<file path="config.mk">
export PLATFORM = sky130hd
export DESIGN_NAME = ssp_reg_arbiter
export DESIGN_NICKNAME = d
export VERILOG_FILES = /design/src/rtl/ssp_reg_arbiter.sv
export SDC_FILE = /design/constraint.sdc
export NUM_CORES = 1
export LEC_CHECK = 0
export CORE_MARGIN = 2
export CORE_UTILIZATION = 35
export DETAILED_ROUTE_END_ITERATION = 6
export GPL_ROUTABILITY_DRIVEN = 0
export HOLD_SLACK_MARGIN = 0.15
export PLACE_DENSITY = 0.78
export SLEW_MARGIN = 30
export SYNTH_ARGS = -nofsm -noshare
export SYNTH_HDL_FRONTEND = slang
export SYNTH_SLANG_ARGS = --single-unit
</file>
<file path="constraint.sdc">
create_clock -name Clk -period 1.2 [get_ports Clk]
set_input_delay 0.24 -clock Clk [delete_from_list [all_inputs] [get_ports Clk]]
set_output_delay 0.24 -clock Clk [all_outputs]
set_load 0.03 [all_outputs]
</file>
<file path="src/rtl/ssp_reg_arbiter.sv">
// ssp_reg_arbiter: two-requester arbiter sequencing accesses onto the ssp_uart register port.
// Define SSP_ARB_RR_EN for round-robin arbitration; otherwise requester 0 has fixed priority.
module ssp_reg_arbiter #(
    parameter int WAIT_CYCLES = 2
) (
    input  logic        Clk,
    input  logic        Rst,
    input  logic        Req0,
    input  logic        Req1,
    input  logic        WnR0,
    input  logic        WnR1,
    input  logic [2:0]  RA0,
    input  logic [2:0]  RA1,
    input  logic [11:0] DI0,
    input  logic [11:0] DI1,
    output logic        Ack0,
    output logic        Ack1,
    output logic [11:0] RdData,
    output logic [1:0]  Gnt,
    output logic        Busy,
    output logic        SSP_SSEL,
    output logic        SSP_EOC,
    output logic        SSP_WnR,
    output logic [2:0]  SSP_RA,
    output logic [11:0] SSP_DI,
    input  logic [11:0] SSP_DO
);
    typedef enum logic [2:0] {IDLE, SETUP, ACCESS, WAIT, DONE} state_t;
    state_t     state, state_nxt;
    logic [2:0] cnt;
    logic       pick1;
    logic       grant;
    assign grant = (state == IDLE) && (Req0 || Req1);
`ifdef SSP_ARB_RR_EN
    // last1 remembers who won the previous grant; reset favours requester 0
    logic last1;
    always_ff @(posedge Clk) begin
        if (Rst)
            last1 <= 1'b1;
        else if (grant)
            last1 <= pick1;
    end
    assign pick1 = Req1 && (!Req0 || !last1);
`else
    assign pick1 = Req1 && !Req0;
`endif
    always_ff @(posedge Clk) begin
        state <= Rst ? IDLE : state_nxt;
    end
    always_comb begin
        state_nxt = state;
        case (state)
            IDLE:    state_nxt = (Req0 || Req1) ? SETUP : IDLE;
            SETUP:   state_nxt = ACCESS;
            ACCESS:  state_nxt = WAIT;
            WAIT:    state_nxt = (cnt == 3'd1) ? DONE : WAIT;
            DONE:    state_nxt = IDLE;
            default: state_nxt = IDLE;
        endcase
    end
    always_ff @(posedge Clk) begin
        if (Rst) begin
            Gnt     <= '0;
            SSP_WnR <= 1'b0;
            SSP_RA  <= '0;
            SSP_DI  <= '0;
            RdData  <= '0;
            cnt     <= '0;
        end else begin
            if (grant) begin
                Gnt     <= pick1 ? 2'b10 : 2'b01;
                SSP_WnR <= pick1 ? WnR1 : WnR0;
                SSP_RA  <= pick1 ? RA1 : RA0;
                SSP_DI  <= pick1 ? DI1 : DI0;
            end
            if (state == DONE)
                Gnt <= '0;
            if (state == ACCESS)
                cnt <= 3'(WAIT_CYCLES);
            else if (state == WAIT)
                cnt <= cnt - 3'd1;
            if (state == WAIT && cnt == 3'd1)
                RdData <= SSP_DO;
        end
    end
    assign Busy     = (state != IDLE);
    assign SSP_SSEL = (state == SETUP) || (state == ACCESS) || (state == WAIT);
    assign SSP_EOC  = (state == ACCESS);
    assign Ack0     = (state == DONE) && Gnt[0];
    assign Ack1     = (state == DONE) && Gnt[1];
endmodule

</file>
# Word-level counts from Yosys, hierarchy flattened
# Index checks and enable logic that the tools add are counted.
totals:
  regBits: 36
  in_bits: 48
  out_inout_bits: 35
  elab_cells: 37
classes:
  addsub: 1
  eq_ne: 5
  mux: 9
  n_reduce_logical: 14
op_table:
  columns: ["cell", "count"]
  rows:
  - ["$mux 12", 1]
  - ["$pmux 3 s4", 1]
  - ["$eq 3x1->1 const B", 2]
  - ["$eq 3x2->1 const B", 2]
  - ["$mux 2", 3]
  - ["$mux 3", 2]
  - ["$logic_and 1x1->1", 5]
  - ["$reduce_or 2->1", 2]
  - ["$eq 3x3->1 const B", 1]
  - ["$logic_not 3->1", 1]
  - ["$logic_or 1x1->1", 3]
  - ["$reduce_bool 3->1", 1]
  - ["$sub 3x1->3 const B", 1]
  - ["$mux 1", 2]
  - ["$reduce_bool 2->1", 1]
  - ["$logic_not 1->1", 1]

# Longest topological paths before layout
depth:
  depth_word: 3
  mapped_depth: 6
  ltp_nobuf: 5

# Least setup slack after synthesis
# OpenSTA, ideal clock, no wires.
synth_timing:
  path_type: "register -> register"
  startpoint: "register state[1]"
  endpoint: "register SSP_DI[10]"
  setup_time_ns: 0.142
  arrival_ns: 1.212
  required_ns: 1.058
  path_slack_ns: -0.154
  path_stages_with_launch: 7
  path_buffers: 3
  period_less_slack_ns: 1.354
  cell_sequence: "dfxtp_1 -> buf_2 -> nor3_4 -> and2_4 -> buf_6 -> buf_12 -> a211oi_2"
synth_via:
  elab_chain_len: 2
synth_rtl:
  columns: ["element", "line", "text"]
  rows:
  - ["start, declared", "29", "state_t state, state_nxt;"]
  - ["start signal, assigned", "48", "state <= Rst ? IDLE : state_nxt;"]
  - ["$logic_not 3->1", "33", "assign grant = (state == IDLE) && (Req0 || Req1);"]
  - ["$logic_and 1x1->1", "33", null]
  - ["end signal, assigned", "74", "SSP_DI <= pick1 ? DI1 : DI0;"]
  - ["end, declared", "25", "output logic [11:0] SSP_DI,"]
# Every way passes these cells.
# A chain may end at the register's enable or synchronous reset.

# Worst setup path after layout
layout_timing:
  startpoint: "register state[0]"
  endpoint: "output port Ack1"
layout_via:
  elab_chain_len: 2
layout_rtl:
  columns: ["element", "line", "text"]
  rows:
  - ["$eq 3x3->1", "90", "assign Ack1 = (state == DONE) && Gnt[1];"]
  - ["$logic_and 1x1->1", "90", null]
  - ["end, declared", "17", "output logic Ack1,"]
# Every way passes these cells.

==> results_dict.tcl <==
set metrics [dict create \
    r2r_end "SSP_RA[2]" \
    grt_pass1_vias 1666 \
    ys.flop_type "dfxtp_1" \
    finish.instance_area_sq_mm 0.00310 \
    synth.top_cell.area_share_pct 41.1 \
    yosysTopAreaCell "dfxtp_1" \
    slew_headroom_pct 81.9 \
    grt_max_degree 19 \
    hp-class "reg2reg" \
    r2r_cells 6 \
    coreArea_sq_mm 0.00479 \
    worst-setup-path-type "reg2out" \
    yosysMostFrequentCell "dfxtp_1" \
    htree_levels 2 \
    synth-edff-count 0 \
    boundaryPins 83 \
    cts_hold_repair.buffers 0 \
    drv_cap 0 \
    violations "setup timing" \
    gr-total-overflow 0 \
    timing.hold.ws_ns 0.464 \
    cts_num_sinks 36 \
    path_max_fanout 5 \
    area_growth_pct 76.8 \
    ir_worst_vdd_uv 701 \
    io_buffers 82 \
    clk_path_buf_depth 2 \
    synth-async-reset-ratio_pct 0 \
    dp_hpwl_microns 3500 \
    layout.nets 334 \
    yosysWarnings 0 \
    ys_ff_latch 36 \
    final_core_util_pct 64.8 \
    power_leakage_nw 1.28 \
    ant_nets 0 \
    netlist_instances 180 \
    tritoncts "built" \
    vias_per_cell 5.00 \
    dieArea_sq_mm 0.00559 \
    place_area_sq_mm 0.00266 \
    die_h_microns 74.8 \
    numCtsBuffers 5 \
    grt_pass1_wl_microns 7780 \
    period_needed_ns 1.37 \
    ys_seq_area_share_pct 41.1 \
    avgSynthCellArea_sq_um 9.75 \
    period_share_pct 114 \
    num_rows 25 \
    layout_setup_ws_ns -0.169 \
    slew_violations 0 \
    antenna_found_initial 0 \
    dr.pass1.iters 4 \
    cts_root_buf "clkbuf_8" \
    end_kind "output pin" \
    routedWlPerCell_microns 15.6 \
    hold-path-endpoint "RdData[8]" \
    fmax_ghz 0.730 \
    yosys-top-cells-count "36 x dfxtp_1, 20 x a21oi_1, 16 x mux2i_1" \
    ff2ff_setup_slack_ns -0.08 \
    setup_violations 30 \
    synth_nets 230 \
    tightest_slew_ns 0.270 \
    fin_worst_skew_ns 0.00623 \
    holdPathStages 2 \
    report.final.hold_viol_count 0 \
    drive_gt1_share_pct 44.7 \
    ys_types 35 \
    wl_microns 5470 \
    status "finished with violations" \
    synth.area.top_cells "dfxtp_1 41%, mux2i_1 9.1%, a211oi_2 7.1%" \
    arrival_ns 1.13 \
    vias 1754 \
    power.total_w 0.00336 \
    drt_iter0_markers 72 \
    r2r_start "state[1]" \
    rsz0062_at_grt "yes" \
    cellPowerDensity_mw_per_mm2 1080 \
    die_w_microns 74.8 \
    synth_area_sq_mm 0.00175 \
    critPathLaunchType "flip-flop" \
    grt_use_total_pct 18.6 \
    clk_latency_ns 0.29 \
    drcViolationCount 0 \
    start_util_pct 36.7 \
    clk_pin_slew_ns 0.07 \
    min_from "RdData[8]" \
    dp_slack_ns -0.423 \
    fill_cells 386 \
    worst_ep_required_time_ns 0.96 \
    num_antenna_cells 0 \
]
-- worst max path at each step --
stage / to / start / slack (ns)
5_1_grt: Ack1 / state[0] / -0.20
4_1_cts: Ack0 / state[1] / -0.18
2_1_floorplan: SSP_DI[10] / state[1] / -0.14
6_report: Ack1 / state[0] / -0.17
3_3_place_gp: SSP_WnR / Req1 / -0.39
3_5_place_dp: SSP_WnR / Req1 / -0.42
-- state kept, by name, indices dropped and copies added (netlist names) --
signal and cells:
SSP_WnR 1, SSP_DI 12, RdData 12, Gnt 2
SSP_RA 3, cnt 3, state 3
-- layout by cell type (no fill, tap or decap), types with 2 or more instances in the layout --
cell and count:
buf_8 2, dfxtp_4 3, clkbuf_8 5, nor2b_1 2, buf_6 11, a211oi_2 15, o21ai_0 3, buf_12 4
mux2i_1 16, o21ai_1 10, nor2_4 2, nand4b_1 12, clkdlybuf4s15_1 2, a21oi_4 4, clkdlybuf4s50_1 45, dfxtp_2 2
dfxtp_1 31, nor2_1 4, nand2b_1 12, nand2_1 3, a21oi_2 12, and2_4 4, a21oi_1 4, buf_4 48
inv_1 3
-- metrics by stage --
step	TNS, ns	cells
floorplan	-1.60	180
global placement	-8.39	332
detailed placement	-9.07	332
finish	-1.44	351
CTS	-0.933	346
global route	-3.46	351
-- layer usage --
layer	GRT usage (%)	vias up	wire [microns]	share of wire (%)
met5	0	-	0	0
met4	8.13	0	120	2.2
met3	4.28	10	296	5.4
met2	33.8	57	2820	52
met1	20.7	827	2230	41
li1	-	860	-	-
-- power by group --
group	total, W	switching (W)	internal, W
logic	0.00118	0.000572	0.000605
clock network	0.000812	0.000418	0.000395
registers	0.00137	0.0000878	0.00128
-- worst max-delay path: stages (launching register included) --
cell     delay (ns)
dfxtp_4        0.37
nor2_4         0.15
and3_2         0.20
buf_6          0.12
-- layout make-up --
cell class	instances	area, sq um	share of cell area (%)
well taps	67	83.8	2.70
flip-flops and latches	36	734	23.7
clock inverters	1	5.00	0.161
multi-input cells	123	1090	35.1
clock buffers	6	72.6	2.34
inverters	5	21.3	0.686
repair buffers	113	1100	35.4
-- logic make-up (layout without fill, tap and decap cells) --
family / after synthesis / after routing / synth area share, %
mux: 16 / 16 / 9.13
buf+inv: 23 / 125 / 8.06
compound gates: 55 / 55 / 21.8
simple gates: 48 / 50 / 18.5
fa+ha+maj: 2 / 2 / 1.43
flops: 36 / 36 / 41.1
-- timing repair --
| item | 4_1_cts | 5_1_grt |
|---|---|---|
| buffers inserted | 4 | 5 |
| cloned | 3 | 1 |
| pin swaps | 8 | 23 |
| setup endpoints to repair | 36 | 37 |
| gates resized for setup | 32 | 52 |
(Power assumes the default switching activity.)
